===== src/rtl/image_stream_reader.sv =====
// Streams one frame out of the image ROM: sequential reads, 1-cycle ROM latency,
// and a 2-entry buffer that absorbs latency and downstream backpressure.
module image_stream_reader #(
    parameter int unsigned DATA_WIDTH  = 24,
    parameter int unsigned ADDR_WIDTH  = 17,
    parameter int unsigned PIXEL_COUNT = 90000
) (
    input  logic                  clock,
    input  logic                  reset,
    input  logic                  start,
    output logic                  busy,
    output logic                  done,
    output logic                  mem_read_enable,
    output logic [ADDR_WIDTH-1:0] mem_address,
    input  logic [DATA_WIDTH-1:0] mem_read_data,
    output logic                  pixel_valid,
    input  logic                  pixel_ready,
    output logic [DATA_WIDTH-1:0] pixel_data,
    output logic                  pixel_last
);

    localparam logic [ADDR_WIDTH-1:0] LAST_ADDR = ADDR_WIDTH'(PIXEL_COUNT - 1);
    localparam logic [ADDR_WIDTH-1:0] MAX_ADDR  = '1;

    typedef enum logic [1:0] {IDLE, RUN, DRAIN, DONE} state_t;

    typedef struct packed {
        logic                  last;
        logic [DATA_WIDTH-1:0] data;
    } entry_t;

    state_t                state;
    logic [ADDR_WIDTH-1:0] rd_count;
    logic                  inflight;
    logic                  inflight_last;
    logic [1:0]            buf_count;
    entry_t                fifo_q [2];

    logic       pop;
    logic       push;
    logic [2:0] credit;
    logic       issue_last;
    logic [1:0] count_next;
    logic       wr_idx;

    // Credit rule: buffered + in-flight - leaving this cycle must stay below 2.
    assign pop             = pixel_valid & pixel_ready;
    assign push            = inflight;
    assign credit          = 3'(buf_count) + 3'(inflight) - 3'(pop);
    assign mem_read_enable = (state == RUN) && (credit < 3'd2);
    assign issue_last      = mem_read_enable && (rd_count == LAST_ADDR);
    assign count_next      = buf_count + 2'(push) - 2'(pop);
    assign wr_idx          = (buf_count == 2'd2) || ((buf_count == 2'd1) && !pop);

    assign mem_address = rd_count;
    assign pixel_valid = (buf_count != 2'd0);
    assign pixel_data  = fifo_q[0].data;
    assign pixel_last  = fifo_q[0].last;

    // Frame control; DRAIN exits on the edge that empties the buffer so done follows the last transfer.
    always_ff @(posedge clock) begin
        if (reset) begin
            state <= IDLE;
            busy  <= 1'b0;
            done  <= 1'b0;
        end else begin
            case (state)
                IDLE: begin
                    done <= 1'b0;
                    if (start) begin
                        state <= RUN;
                        busy  <= 1'b1;
                    end
                end
                RUN: begin
                    if (issue_last) begin
                        state <= DRAIN;
                    end
                end
                DRAIN: begin
                    if (count_next == 2'd0) begin
                        state <= DONE;
                        done  <= 1'b1;
                    end
                end
                DONE: begin
                    state <= IDLE;
                    busy  <= 1'b0;
                    done  <= 1'b0;
                end
                default: begin
                    state <= IDLE;
                    busy  <= 1'b0;
                    done  <= 1'b0;
                end
            endcase
        end
    end

    // Read counter, in-flight tracking and the head-first shift buffer.
    always_ff @(posedge clock) begin
        if (reset) begin
            rd_count      <= '0;
            inflight      <= 1'b0;
            inflight_last <= 1'b0;
            buf_count     <= 2'd0;
            fifo_q[0]     <= '0;
            fifo_q[1]     <= '0;
        end else begin
            if ((state == IDLE) && start) begin
                rd_count <= '0;
            end else if (mem_read_enable && (rd_count != MAX_ADDR)) begin
                rd_count <= rd_count + ADDR_WIDTH'(1);
            end
            inflight      <= mem_read_enable;
            inflight_last <= issue_last;
            buf_count     <= count_next;
            if (pop) begin
                fifo_q[0] <= fifo_q[1];
            end
            if (push) begin
                fifo_q[wr_idx] <= '{last: inflight_last, data: mem_read_data};
            end
        end
    end

endmodule


===== config.mk =====
export PLATFORM = sky130hd
export DESIGN_NAME = image_stream_reader
export DESIGN_NICKNAME = d
export VERILOG_FILES = /design/src/rtl/image_stream_reader.sv
export SDC_FILE = /design/constraint.sdc
export NUM_CORES = 1
export LEC_CHECK = 0
export ABC_AREA = 1
export CORE_UTILIZATION = 51
export DETAILED_ROUTE_END_ITERATION = 8
export GPL_TIMING_DRIVEN = 0
export PLACE_DENSITY = 0.84
export SYNTH_ARGS = -nofsm -noshare
export SYNTH_HDL_FRONTEND = slang
export SYNTH_SLANG_ARGS = --single-unit

===== constraint.sdc =====
create_clock -name clock -period 3.3 [get_ports clock]
set_clock_uncertainty 0.05 [all_clocks]
set_input_delay 0.495 -clock clock [delete_from_list [all_inputs] [get_ports clock]]
set_output_delay 0.495 -clock clock [all_outputs]
set_load 0.02 [all_outputs]

==> results by group, run 1 <==
Clock tree
  – Number of buffers on the longest clock path: 2
  – CTS tree: yes
  – H-Tree Level Count: 3
  – Sink Count: 75
  – Worst skew pair latency: ~0.35 ns
  – Root buf cell: sky130_fd_sc_hd__clkbuf_8
  – Clock-pin slew on the worst setup and hold paths: approximately 0.07 ns
  – Number of buffers inserted for hold repair after clock tree synthesis: 0
  – CTS buffer count: 9

Critical path
  – Startpoint kind of the worst setup timing path: primary input
  – Path depth of the worst reg2reg path: 15
  – Arrival time worst endpoint: ~2.6 ns
  – Worst Setup Path Type: primary input to primary output
  – Required time worst endpoint: 2.75 ns
  – Critical path capture point type: primary output
  – CP max FO: 4

Timing
  – Slew headroom: between 10% and 20%
  – Hold_ws: ~0.35 ns
  – Unrepaired setup endpoints after global routing: false
  – Worst Max-Slew Pin Slew: 1.25 ns
  – Max frequency: 0.318 GHz
  – Min Tclk post-route: 3.15 ns
  – Number of endpoints with negative hold slack in the final report: 0
  – Final setup TNS: 0 ns
  – # setup viols final: 0
  – Period Utilization, post-route: 95.4%
  – Crit path setup slack, layout: between 0.15 and 0.2 ns
  – Final Max Tran Viols: 0

GRT
  – Global-route wire length before repair: between 10000 and 15000 um
  – Initial antenna violation count: 0
  – Global router's overall resource usage: a little over a fifth
  – Largest net degree at the start of global routing: 26
  – Vias in the first global route: between 2000 and 3000
  – Overflow left after global routing: 0

Yosys
  – Mapped cell area: between 0.003 and 0.004 mm^2
  – Top cell type's share of synthesized area: 41.8%
  – Post-synthesis cell count: around 390
  – Top cells by area, synth: sky130_fd_sc_hd__edfxtp_1 42%, sky130_fd_sc_hd__dfxtp_1 14%, sky130_fd_sc_hd__inv_1 6.5%
  – Avg Cell Area, Syn: ~9.3 um^2
  – Flip-flop and latch count after synthesis: 75
  – Post-synth net total: between 400 and 500
  – Sequential element share of the synthesized area: between 50% and 60%
  – Library cell occupying the most area in the post-synthesis netlist: sky130_fd_sc_hd__edfxtp_1
  – Unique masters post-synth: 31
  – Count of yosys warnings during synthesis: 0

Route
  – Number of nets with antenna violations after routing: 0
  – Detailed router's first-iteration violation count: ~160
  – Count of unresolved DRC violations after routing: 0
  – Detailed-routing iteration count for the pre-antenna-repair pass: 5
  – Total Wirelength: approximately 7500 um
  – Wire length per cell after detailed routing: ~13 um
  – Via density per instance: a little over 5
  – DR vias: roughly 2900

Floorplanning
  – Total core area: between 0.006 and 0.007 mm^2
  – Initial Utilization: 52.9%
  – Die ar.: 0.00739 mm^2
  – Cell Rows: 30
  – Height of the die: between 80 and 90 um
  – Count of boundary I/O pins: 74
  – Chip Width: 86.0 um

Power
  – Maximum vdd ir drop: between 0.2 and 0.3 mV
  – PD cells: roughly 670 mW/mm^2
  – Pleak: between 1.5 and 2 nW

Cells and area
  – Post-synthesis to final-layout area growth: 28.8%
  – Non-filler cells in the finished layout: 570
  – Utilization after layout: roughly two thirds
  – Number of nets in the layout: ~510
  – Number of diodes added for antenna fixing: 0
  – Fill cell instance count of the final layout: ~540
  – Share of cells above drive strength 1: ~11%

Job
  – Max Cap Violations: 0

Worst hold path
  – Instance count along the most critical hold path: 2
  – Class of the worst hold path: primary input to flip-flop

Place
  – Pre-CTS setup slack: -0.382 ns
  – Detail Placement HPWL: roughly 5400 um
  – Final Wtd Congestion: about 0.84
  – Count of input and output buffers: 72
  – Number of placed cells counting well taps: between 500 and 600

Status
  – Outcome: finished clean
logic make-up (layout without fill, tap and decap cells):
group                    count (synthesis)  count (layout)  synth area share, %
buffers and inverters                   77             166                 9.92
XOR/XNOR                                 2               2                0.487
adder cells (fa/ha/maj)                  9               9                 3.34
AO/OA/AOI/OAI                           51              51                 7.90
AND/OR/NAND/NOR                        171             171                 22.7
flip-flops                              75              75                 55.7
final cells by class:
| class | count | area, um^2 | area share, % |
|---|---|---|---|
| clock buffers | 9 | 124 | 2.67 |
| flip-flops and latches | 75 | 2000 | 43.2 |
| well taps | 96 | 120 | 2.59 |
| clock inverters | 7 | 68.8 | 1.49 |
| multi-input cells | 233 | 1240 | 26.7 |
| inverters | 65 | 244 | 5.27 |
| repair buffers | 73 | 723 | 15.6 |
| plain buffers | 12 | 113 | 2.43 |
timing repair:
item                       4_1_cts  5_1_grt
gates cloned                     0        0
setup buffers                    1        0
pin swaps                        1        0
setup endpoints to repair        1        1
resized for setup                3        1
Yosys cell counts, drive strengths merged:
| cell | n |
|---|---|
| nor2 | 67 |
| nand2 | 48 |
| o21ai | 34 |
| xor2 | 2 |
| clkinv | 1 |
| edfxtp | 50 |
| buf | 12 |
| o21a | 2 |
| nor4 | 2 |
| nand4 | 6 |
| a21oi | 12 |
| dfxtp | 25 |
| inv | 64 |
| nor3 | 4 |
| and2 | 1 |
| fa | 1 |
| a31oi | 2 |
| ha | 8 |
| nand3 | 43 |
| a211oi | 1 |
stage by stage:
stage | power (mW) | area, um^2
2_1_floorplan | 2.01 | 3600
6_report | 3.11 | 4630
5_1_grt | 3.28 | 4630
4_1_cts | 3.12 | 4640
3_5_place_dp | 2.43 | 4440
3_3_place_gp | 2.39 | 4440
flip-flops by register name, summed over array words and instances (netlist names):
signal	flops
fifo_q	50
mem_address	17
buf_count	2
state	2
busy	1
done	1
inflight	1
inflight_last	1
layout by cell type (no fill, tap or decap), types with 3 or more instances in the layout:
cell type and count:
sky130_fd_sc_hd__nand4_1 5, sky130_fd_sc_hd__nand3_1 41, sky130_fd_sc_hd__a21oi_1 12, sky130_fd_sc_hd__nand2_4 3, sky130_fd_sc_hd__o21ai_2 5, sky130_fd_sc_hd__clkdlybuf4s50_1 71, sky130_fd_sc_hd__nor3_1 4, sky130_fd_sc_hd__buf_6 8
sky130_fd_sc_hd__ha_1 8, sky130_fd_sc_hd__o21ai_0 7, sky130_fd_sc_hd__nand2_2 5, sky130_fd_sc_hd__edfxtp_1 50, sky130_fd_sc_hd__o21ai_1 22, sky130_fd_sc_hd__clkbuf_8 9, sky130_fd_sc_hd__nand2_1 40, sky130_fd_sc_hd__nor2_4 3
sky130_fd_sc_hd__dfxtp_1 25, sky130_fd_sc_hd__inv_1 62, sky130_fd_sc_hd__nor2_1 60, sky130_fd_sc_hd__buf_2 4, sky130_fd_sc_hd__nor2_2 4
metal layers:
metal | share of wire (%) | track usage, % | up-vias
met2 | 51 | 39.1 | 107
met4 | 1.3 | 7.88 | 0
met5 | 0 | 0 | -
li1 | - | - | 1431
met1 | 41 | 24.4 | 1350
met3 | 7.0 | 5.97 | 9
critical path, cell delays in order:
cell                              delay [ns]
sky130_fd_sc_hd__clkdlybuf4s50_1        0.44
sky130_fd_sc_hd__nand2_4                0.12
sky130_fd_sc_hd__inv_1                  0.05
sky130_fd_sc_hd__ha_1                   0.26
sky130_fd_sc_hd__inv_1                  0.04
sky130_fd_sc_hd__ha_1                   0.18
sky130_fd_sc_hd__fa_1                   0.50
sky130_fd_sc_hd__nor2_2                 0.13
sky130_fd_sc_hd__nand3_1                0.11
sky130_fd_sc_hd__inv_1                  0.10
sky130_fd_sc_hd__buf_2                  0.17
final timing paths:
path                      from         endpoint  slack, ns
setup / recovery   pixel_ready  mem_read_enable       0.15
hold / removal           reset    inflight_last       0.35
setup reg to reg  buf_count[1]   mem_address[6]       0.52
hold reg to reg           busy             busy       0.46
power breakdown:
part	switching [mW]	internal, mW
clock	0.349	0.346
combinational	0.682	0.459
sequential	0.0710	1.20
(Power assumes the default switching activity.)
==> run 2: changes to the inputs <==
--- a/config.mk
+++ b/config.mk
@@ -9,7 +9,7 @@
 export CORE_UTILIZATION = 51
 export DETAILED_ROUTE_END_ITERATION = 8
 export GPL_TIMING_DRIVEN = 0
-export PLACE_DENSITY = 0.84
+export PLACE_DENSITY = 0.92
 export SYNTH_ARGS = -nofsm -noshare
 export SYNTH_HDL_FRONTEND = slang
 export SYNTH_SLANG_ARGS = --single-unit
==> results by group, run 2 (synthesis gave the netlist of run 1 again) <==
Place
  – Detail Placement HPWL: 5660 um (+4.7%)
  – Final Wtd Congestion: 0.863 (+3.1%)
  – Pre-CTS setup slack: -0.372 ns (+0.0105 ns)
  – Count of input and output buffers: 72 (unchanged)

Critical path
  – Arrival time worst endpoint: 2.60 ns (about the same)
  – Critical path capture point type: primary output
  – Worst Setup Path Type: primary input to primary output
  – Required time worst endpoint: 2.75 ns (about the same)
  – Worst Path Buf+Inv: 5 (unchanged)
  – Top Family by Delay on Critical Path: adder cells
  – R2R setup slack: 0.54 ns (+0.02 ns)
  – Cell-by-cell listing of the critical path: clkdlybuf4s50_1, nand2_4, inv_1, ha_1, inv_1, ha_1, fa_1, nor2_2, nand3_1, inv_1, buf_2
  – Delay of the slowest cell on the worst path: 0.49 ns (about the same)
  – Startpoint kind of the worst setup timing path: primary input
  – Startpoint of the lowest-slack register-to-register path: buf_count[1]
  – Path depth of the worst reg2reg path: 15 (unchanged)
  – Cell type with the highest occurrence count on the critical path: sky130_fd_sc_hd__inv_1
  – Critical-path top delay cell: sky130_fd_sc_hd__fa_1
  – CP max FO: 4 (unchanged)
  – Critical register-to-register path endpoint: mem_address[6]

Route
  – Detailed router's first-iteration violation count: 139 (-11%)
  – Total Wirelength: 7630 um (+2.2%)
  – Number of nets with antenna violations after routing: 0 (unchanged)
  – Detailed-routing iteration count for the pre-antenna-repair pass: 4 (-1)
  – Wire length per cell after detailed routing: 13.4 um (+2.2%)
  – Count of unresolved DRC violations after routing: 0 (unchanged)
  – Via density per instance: 5.11 (+0.45%)
  – DR vias: 2910 (+0.45%)

Clock tree
  – Sink Count: 75 (unchanged)
  – Worst skew pair latency: 0.34 ns (about the same)
  – Number of buffers on the longest clock path: 2 (unchanged)
  – CTS buffer count: 9 (unchanged)
  – Root buf cell: sky130_fd_sc_hd__clkbuf_8
  – CTS tree: yes
  – Number of buffers inserted for hold repair after clock tree synthesis: 0 (unchanged)
  – H-Tree Level Count: 3 (unchanged)
  – Clock-pin slew on the worst setup and hold paths: 0.08 ns (about the same)

GRT
  – Overflow left after global routing: 0 (unchanged)
  – Global-route wire length before repair: 12600 um (+0.71%)
  – Largest net degree at the start of global routing: 26 (unchanged)
  – Vias in the first global route: 2904 (+1.1%)
  – Global router's overall resource usage: 22.1% (+0.38 points)
  – Initial antenna violation count: 0 (unchanged)

Cells and area
  – Number of diodes added for antenna fixing: 0 (unchanged)
  – Number of nets in the layout: 506 (unchanged)
  – Fill cell instance count of the final layout: 527 (-2.0%)
  – Most common cell after layout, fill and taps aside: sky130_fd_sc_hd__clkdlybuf4s50_1
  – Largest Register: fifo_q
  – Post-synthesis to final-layout area growth: 28.8% (unchanged)
  – Share of cells above drive strength 1: 11.4% (unchanged)
  – Most frequent cells in the layout: 71 x sky130_fd_sc_hd__clkdlybuf4s50_1, 62 x sky130_fd_sc_hd__inv_1, 60 x sky130_fd_sc_hd__nor2_1, 50 x sky130_fd_sc_hd__edfxtp_1, 41 x sky130_fd_sc_hd__nand3_1
  – Max reg flops: 50 (unchanged)

Floorplanning
  – Height of the die: 86.0 um (unchanged)
  – Count of boundary I/O pins: 74 (unchanged)
  – Die ar.: 0.00739 mm^2 (unchanged)
  – Cell Rows: 30 (unchanged)
  – Total core area: 0.00679 mm^2 (unchanged)
  – Initial Utilization: 52.9% (unchanged)
  – Chip Width: 86.0 um (unchanged)

Status
  – Outcome: finished clean

Power
  – Maximum vdd ir drop: 0.237 mV (-20%)
  – PD cells: 669 mW/mm^2 (-0.24%)
  – Pleak: 1.83 nW (unchanged)
  – Overall power consumption: 3.10 mW (-0.24%)

Timing
  – Slew headroom: 18.8% (+2.3 points)
  – Min Tclk post-route: 3.15 ns (-0.00255 ns)
  – Crit path setup slack, layout: 0.153 ns (+0.00255 ns)
  – Period Utilization, post-route: 95.4% (about the same)
  – Hold_ws: 0.355 ns (+0.00590 ns)
  – # setup viols final: 0 (unchanged)
  – Final setup TNS: 0 ns (unchanged)
  – Max frequency: 0.318 GHz (about the same)
  – Number of endpoints with negative hold slack in the final report: 0 (unchanged)
  – Unrepaired setup endpoints after global routing: false
  – Final Max Tran Viols: 0 (unchanged)
  – Worst Max-Slew Pin Slew: 1.21 ns (-0.0340 ns)

Worst hold path
  – Origin of the worst min-delay path: reset
  – Worst Hold Path EP: inflight_last
  – Instance count along the most critical hold path: 2 (unchanged)
  – Class of the worst hold path: primary input to flip-flop

Job
  – Max Cap Violations: 0 (unchanged)
run 2: metal layers:
| layer | vias to the layer above | part of all wire (%) | GRT usage [%] |
|---|---|---|---|
| met5 | - | 0 | 0 |
| met4 | 0 | 1.9 | 10.5 |
| met3 | 14 | 6.2 | 5.39 |
| met2 | 112 | 52 | 40.0 |
| met1 | 1356 | 40 | 24.1 |
| li1 | 1428 | - | - |
run 2: final cells by class:
class	instances	area [um^2]	area share [%]
Sequential cell	75	2000	43.2
Multi-Input combinational cell	233	1240	26.7
Timing Repair Buffer	73	723	15.6
Inverter	65	244	5.27
Clock buffer	9	124	2.67
Tap cell	96	120	2.59
Buffer	12	113	2.43
Clock inverter	7	68.8	1.49
run 2: metrics by stage:
step	utilization, %	cells	cell area [um^2]
2_1_floorplan	-	385	3600
3_3_place_gp	65.3	553	4440
3_5_place_dp	65.3	553	4440
4_1_cts	68.3	570	4640
5_1_grt	68.2	570	4630
6_report	68.2	570	4630
run 2: power by group:
group | total, mW | internal, mW | switching, mW | leakage (nW)
registers | 1.27 | 1.20 | 0.0744 | 0.723
logic | 1.14 | 0.459 | 0.682 | 1.01
clock network | 0.684 | 0.346 | 0.338 | 0.0966
run 2: worst max path at each step:
stage / slack [ns] / from / endpoint / depth (start not counted)
2_1_floorplan: 0.68 / buf_count[1] / mem_read_enable / 11
3_3_place_gp: -0.37 / pixel_ready / mem_read_enable / 11
3_5_place_dp: -0.37 / pixel_ready / mem_read_enable / 11
4_1_cts: 0.05 / pixel_ready / mem_read_enable / 11
5_1_grt: 0.05 / pixel_ready / mem_read_enable / 11
6_report: 0.15 / pixel_ready / mem_read_enable / 11
run 2: timing repair:
item	4_1_cts	5_1_grt
setup endpoints to repair	1	1
cloned	0	0
gates resized for setup	3	1
setup buffers	1	0
pin swaps	1	0
==> run 3: changes to the inputs <==
--- a/config.mk
+++ b/config.mk
@@ -9,7 +9,8 @@
 export CORE_UTILIZATION = 51
 export DETAILED_ROUTE_END_ITERATION = 8
 export GPL_TIMING_DRIVEN = 0
-export PLACE_DENSITY = 0.92
+export PLACE_DENSITY = 0.89
+export SLEW_MARGIN = 20
 export SYNTH_ARGS = -nofsm -noshare
 export SYNTH_HDL_FRONTEND = slang
 export SYNTH_SLANG_ARGS = --single-unit
==> results by group, run 3 (synthesis gave the netlist of run 1 again) <==
GRT
  – Vias in the first global route: 2747 (-5.4%)
  – Met3 track demand over resource in global routing: 3.95% (-1.4 points)
  – Overflow left after global routing: 0 (unchanged)
  – Global-route wire length before repair: 12200 um (-2.6%)
  – Global router's overall resource usage: 21.5% (-0.59 points)
  – Met1 global-route usage: 24.0% (-0.16 points)
  – Initial antenna violation count: 0 (unchanged)
  – Global route hottest layer: met2
  – Global Route met2 Usage: 38.4% (-1.6 points)
  – Largest net degree at the start of global routing: 26 (unchanged)

Cells and area
  – Max reg flops: 50 (unchanged)
  – Most frequent cells in the layout: 71 x sky130_fd_sc_hd__clkdlybuf4s50_1, 62 x sky130_fd_sc_hd__inv_1, 60 x sky130_fd_sc_hd__nor2_1, 50 x sky130_fd_sc_hd__edfxtp_1, 40 x sky130_fd_sc_hd__nand2_1
  – Most common cell after layout, fill and taps aside: sky130_fd_sc_hd__clkdlybuf4s50_1
  – Share of cells above drive strength 1: 12.0% (+0.63 points)
  – Multi-input combinational cell area: 0.00125 mm^2 (+1.4%)
  – Utilization after layout: 69.2% (+1.0 points)
  – Register area: 0.00200 mm^2 (unchanged)
  – Number of nets in the layout: 506 (unchanged)
  – Number of diodes added for antenna fixing: 0 (unchanged)
  – Largest Register: fifo_q
  – Fill cell instance count of the final layout: 516 (-2.1%)
  – Final design area excluding fillers: 0.00470 mm^2 (+1.5%)
  – Post-synthesis to final-layout area growth: 30.8%

Floorplanning
  – Initial Utilization: 52.9% (unchanged)
  – Height of the die: 86.0 um (unchanged)
  – Die ar.: 0.00739 mm^2 (unchanged)
  – Cell Rows: 30 (unchanged)
  – Total core area: 0.00679 mm^2 (unchanged)
  – Chip Width: 86.0 um (unchanged)
  – Count of boundary I/O pins: 74 (unchanged)

Timing
  – Slew headroom: 32.0% (+13 points)
  – Max frequency: 0.312 GHz (-1.9%)
  – Crit path setup slack, layout: 0.0906 ns (-0.0624 ns)
  – Final Max Tran Viols: 0 (unchanged)
  – Worst Max-Slew Pin Slew: 1.02 ns (-0.197 ns)
  – Number of endpoints with negative hold slack in the final report: 0 (unchanged)
  – # setup viols final: 0 (unchanged)
  – Hold_ws: 0.346 ns (-0.00882 ns)
  – Min Tclk post-route: 3.21 ns (+0.0624 ns)
  – Period Utilization, post-route: 97.3% (+1.9 points)

Clock tree
  – Clock-pin slew on the worst setup and hold paths: 0.08 ns (about the same)
  – H-Tree Level Count: 3 (unchanged)
  – CTS tree: yes
  – Number of buffers on the longest clock path: 2 (unchanged)
  – Sink Count: 75 (unchanged)
  – Number of buffers inserted for hold repair after clock tree synthesis: 0 (unchanged)
  – Root buf cell: sky130_fd_sc_hd__clkbuf_8
  – Worst skew pair latency: 0.35 ns (about the same)
  – CTS buffer count: 9 (unchanged)

Worst hold path
  – Instance count along the most critical hold path: 2 (unchanged)
  – Worst Hold Path EP: inflight_last
  – Origin of the worst min-delay path: reset
  – Class of the worst hold path: primary input to flip-flop

Route
  – Detailed router's first-iteration violation count: 160 (+15%)
  – Number of nets with antenna violations after routing: 0 (unchanged)
  – Via density per instance: 5.15 (+0.79%)
  – Wire length per cell after detailed routing: 13.2 um (-1.7%)
  – DR vias: 2933 (+0.79%)
  – Count of unresolved DRC violations after routing: 0 (unchanged)
  – Detailed-routing iteration count for the pre-antenna-repair pass: 4 (unchanged)
  – Total Wirelength: 7510 um (-1.7%)

Critical path
  – CP max FO: 4 (unchanged)
  – Worst Setup Path Type: primary input to primary output
  – R2R setup slack: 0.51 ns (-0.03 ns)
  – Critical register-to-register path endpoint: mem_address[6]
  – Startpoint of the lowest-slack register-to-register path: buf_count[1]
  – Required time worst endpoint: 2.75 ns (about the same)
  – Arrival time worst endpoint: 2.66 ns (+0.06 ns)
  – Critical path capture point type: primary output
  – Startpoint kind of the worst setup timing path: primary input
  – Path depth of the worst reg2reg path: 15 (unchanged)

Power
  – Pleak: 1.85 nW (+1.5%)
  – Portion of total power attributed to combinational logic: 35.5% (-1.3 points)
  – PD cells: 701 mW/mm^2 (+4.7%)
  – Maximum vdd ir drop: 0.313 mV (+32%)
  – Clock share of power: 26.0% (+3.9 points)
  – P_int: 2.18 mW (+8.6%)
  – Psw: 1.12 mW (+2.3%)
  – Portion of total power attributed to sequential cells: 38.5% (-2.6 points)
  – Switching share of power: 34.0% (-1.3 points)

Place
  – Final Wtd Congestion: 0.866 (+0.36%)
  – Pre-CTS setup slack: -0.401 ns (-0.0294 ns)
  – Detail Placement HPWL: 5380 um (-5.1%)
  – Count of input and output buffers: 72 (unchanged)
  – Placed Instance Area: 0.00444 mm^2 (unchanged)

Status
  – Outcome: finished clean

Job
  – Max Cap Violations: 0 (unchanged)
[run 3: per-stage QoR]
step / cells / setup TNS [ns] / power (mW)
after floorplan: 385 / 0 / 2.01
after global placement: 553 / -0.387 / 2.38
after detailed placement: 553 / -0.401 / 2.43
after CTS: 570 / 0 / 3.28
after global routing: 570 / -0.00316 / 3.44
final: 570 / 0 / 3.30
[run 3: how the worst max path moves through the flow]
stage	startpoint	cells past startpoint	slack (ns)	end
finish	pixel_ready	11	0.09	mem_read_enable
global route	pixel_ready	11	-0.003	mem_read_enable
CTS	pixel_ready	11	0.02	mem_read_enable
detailed placement	pixel_ready	11	-0.40	mem_read_enable
global placement	pixel_ready	11	-0.39	mem_read_enable
floorplan	buf_count[1]	11	0.68	mem_read_enable
[run 3: cell type report]
type,instances,area share [%]
repair buffers,73,15.5
flip-flops and latches,75,42.6
clock buffers,10,2.71
well taps,96,2.55
multi-input cells,233,26.7
inverters,65,5.19
clock inverters,6,2.39
plain buffers,12,2.39
[run 3: power groups by stage]
stage | combinational [mW] | sequential (mW) | clock (mW)
floorplan | 0.592 | 1.42 | 0
CTS | 1.15 | 1.27 | 0.859
detailed placement | 1.14 | 1.29 | 0
finish | 1.17 | 1.27 | 0.857
global placement | 1.10 | 1.29 | 0
global route | 1.27 | 1.28 | 0.890
[run 3: per-layer routing]
| metal | vias up | share of wire [%] |
|---|---|---|
| met5 | - | 0 |
| met4 | 0 | 2.8 |
| met3 | 21 | 6.4 |
| met2 | 120 | 50 |
| met1 | 1351 | 40 |
| li1 | 1441 | - |
[run 3: worst max-delay path: stages]
cell                              delay [ns]
sky130_fd_sc_hd__clkdlybuf4s50_1        0.45
sky130_fd_sc_hd__nand2_4                0.12
sky130_fd_sc_hd__inv_1                  0.05
sky130_fd_sc_hd__ha_1                   0.26
sky130_fd_sc_hd__inv_1                  0.05
sky130_fd_sc_hd__ha_1                   0.15
sky130_fd_sc_hd__fa_2                   0.48
sky130_fd_sc_hd__nor2_4                 0.12
sky130_fd_sc_hd__nand3_2                0.09
sky130_fd_sc_hd__inv_1                  0.11
sky130_fd_sc_hd__clkdlybuf4s15_2        0.27
[run 3: what timing repair did]
item                                    4_1_cts  5_1_grt
buffers inserted                              1        0
pin swaps                                     1        0
endpoints found under the setup margin        1        1
resized for setup                             3        3
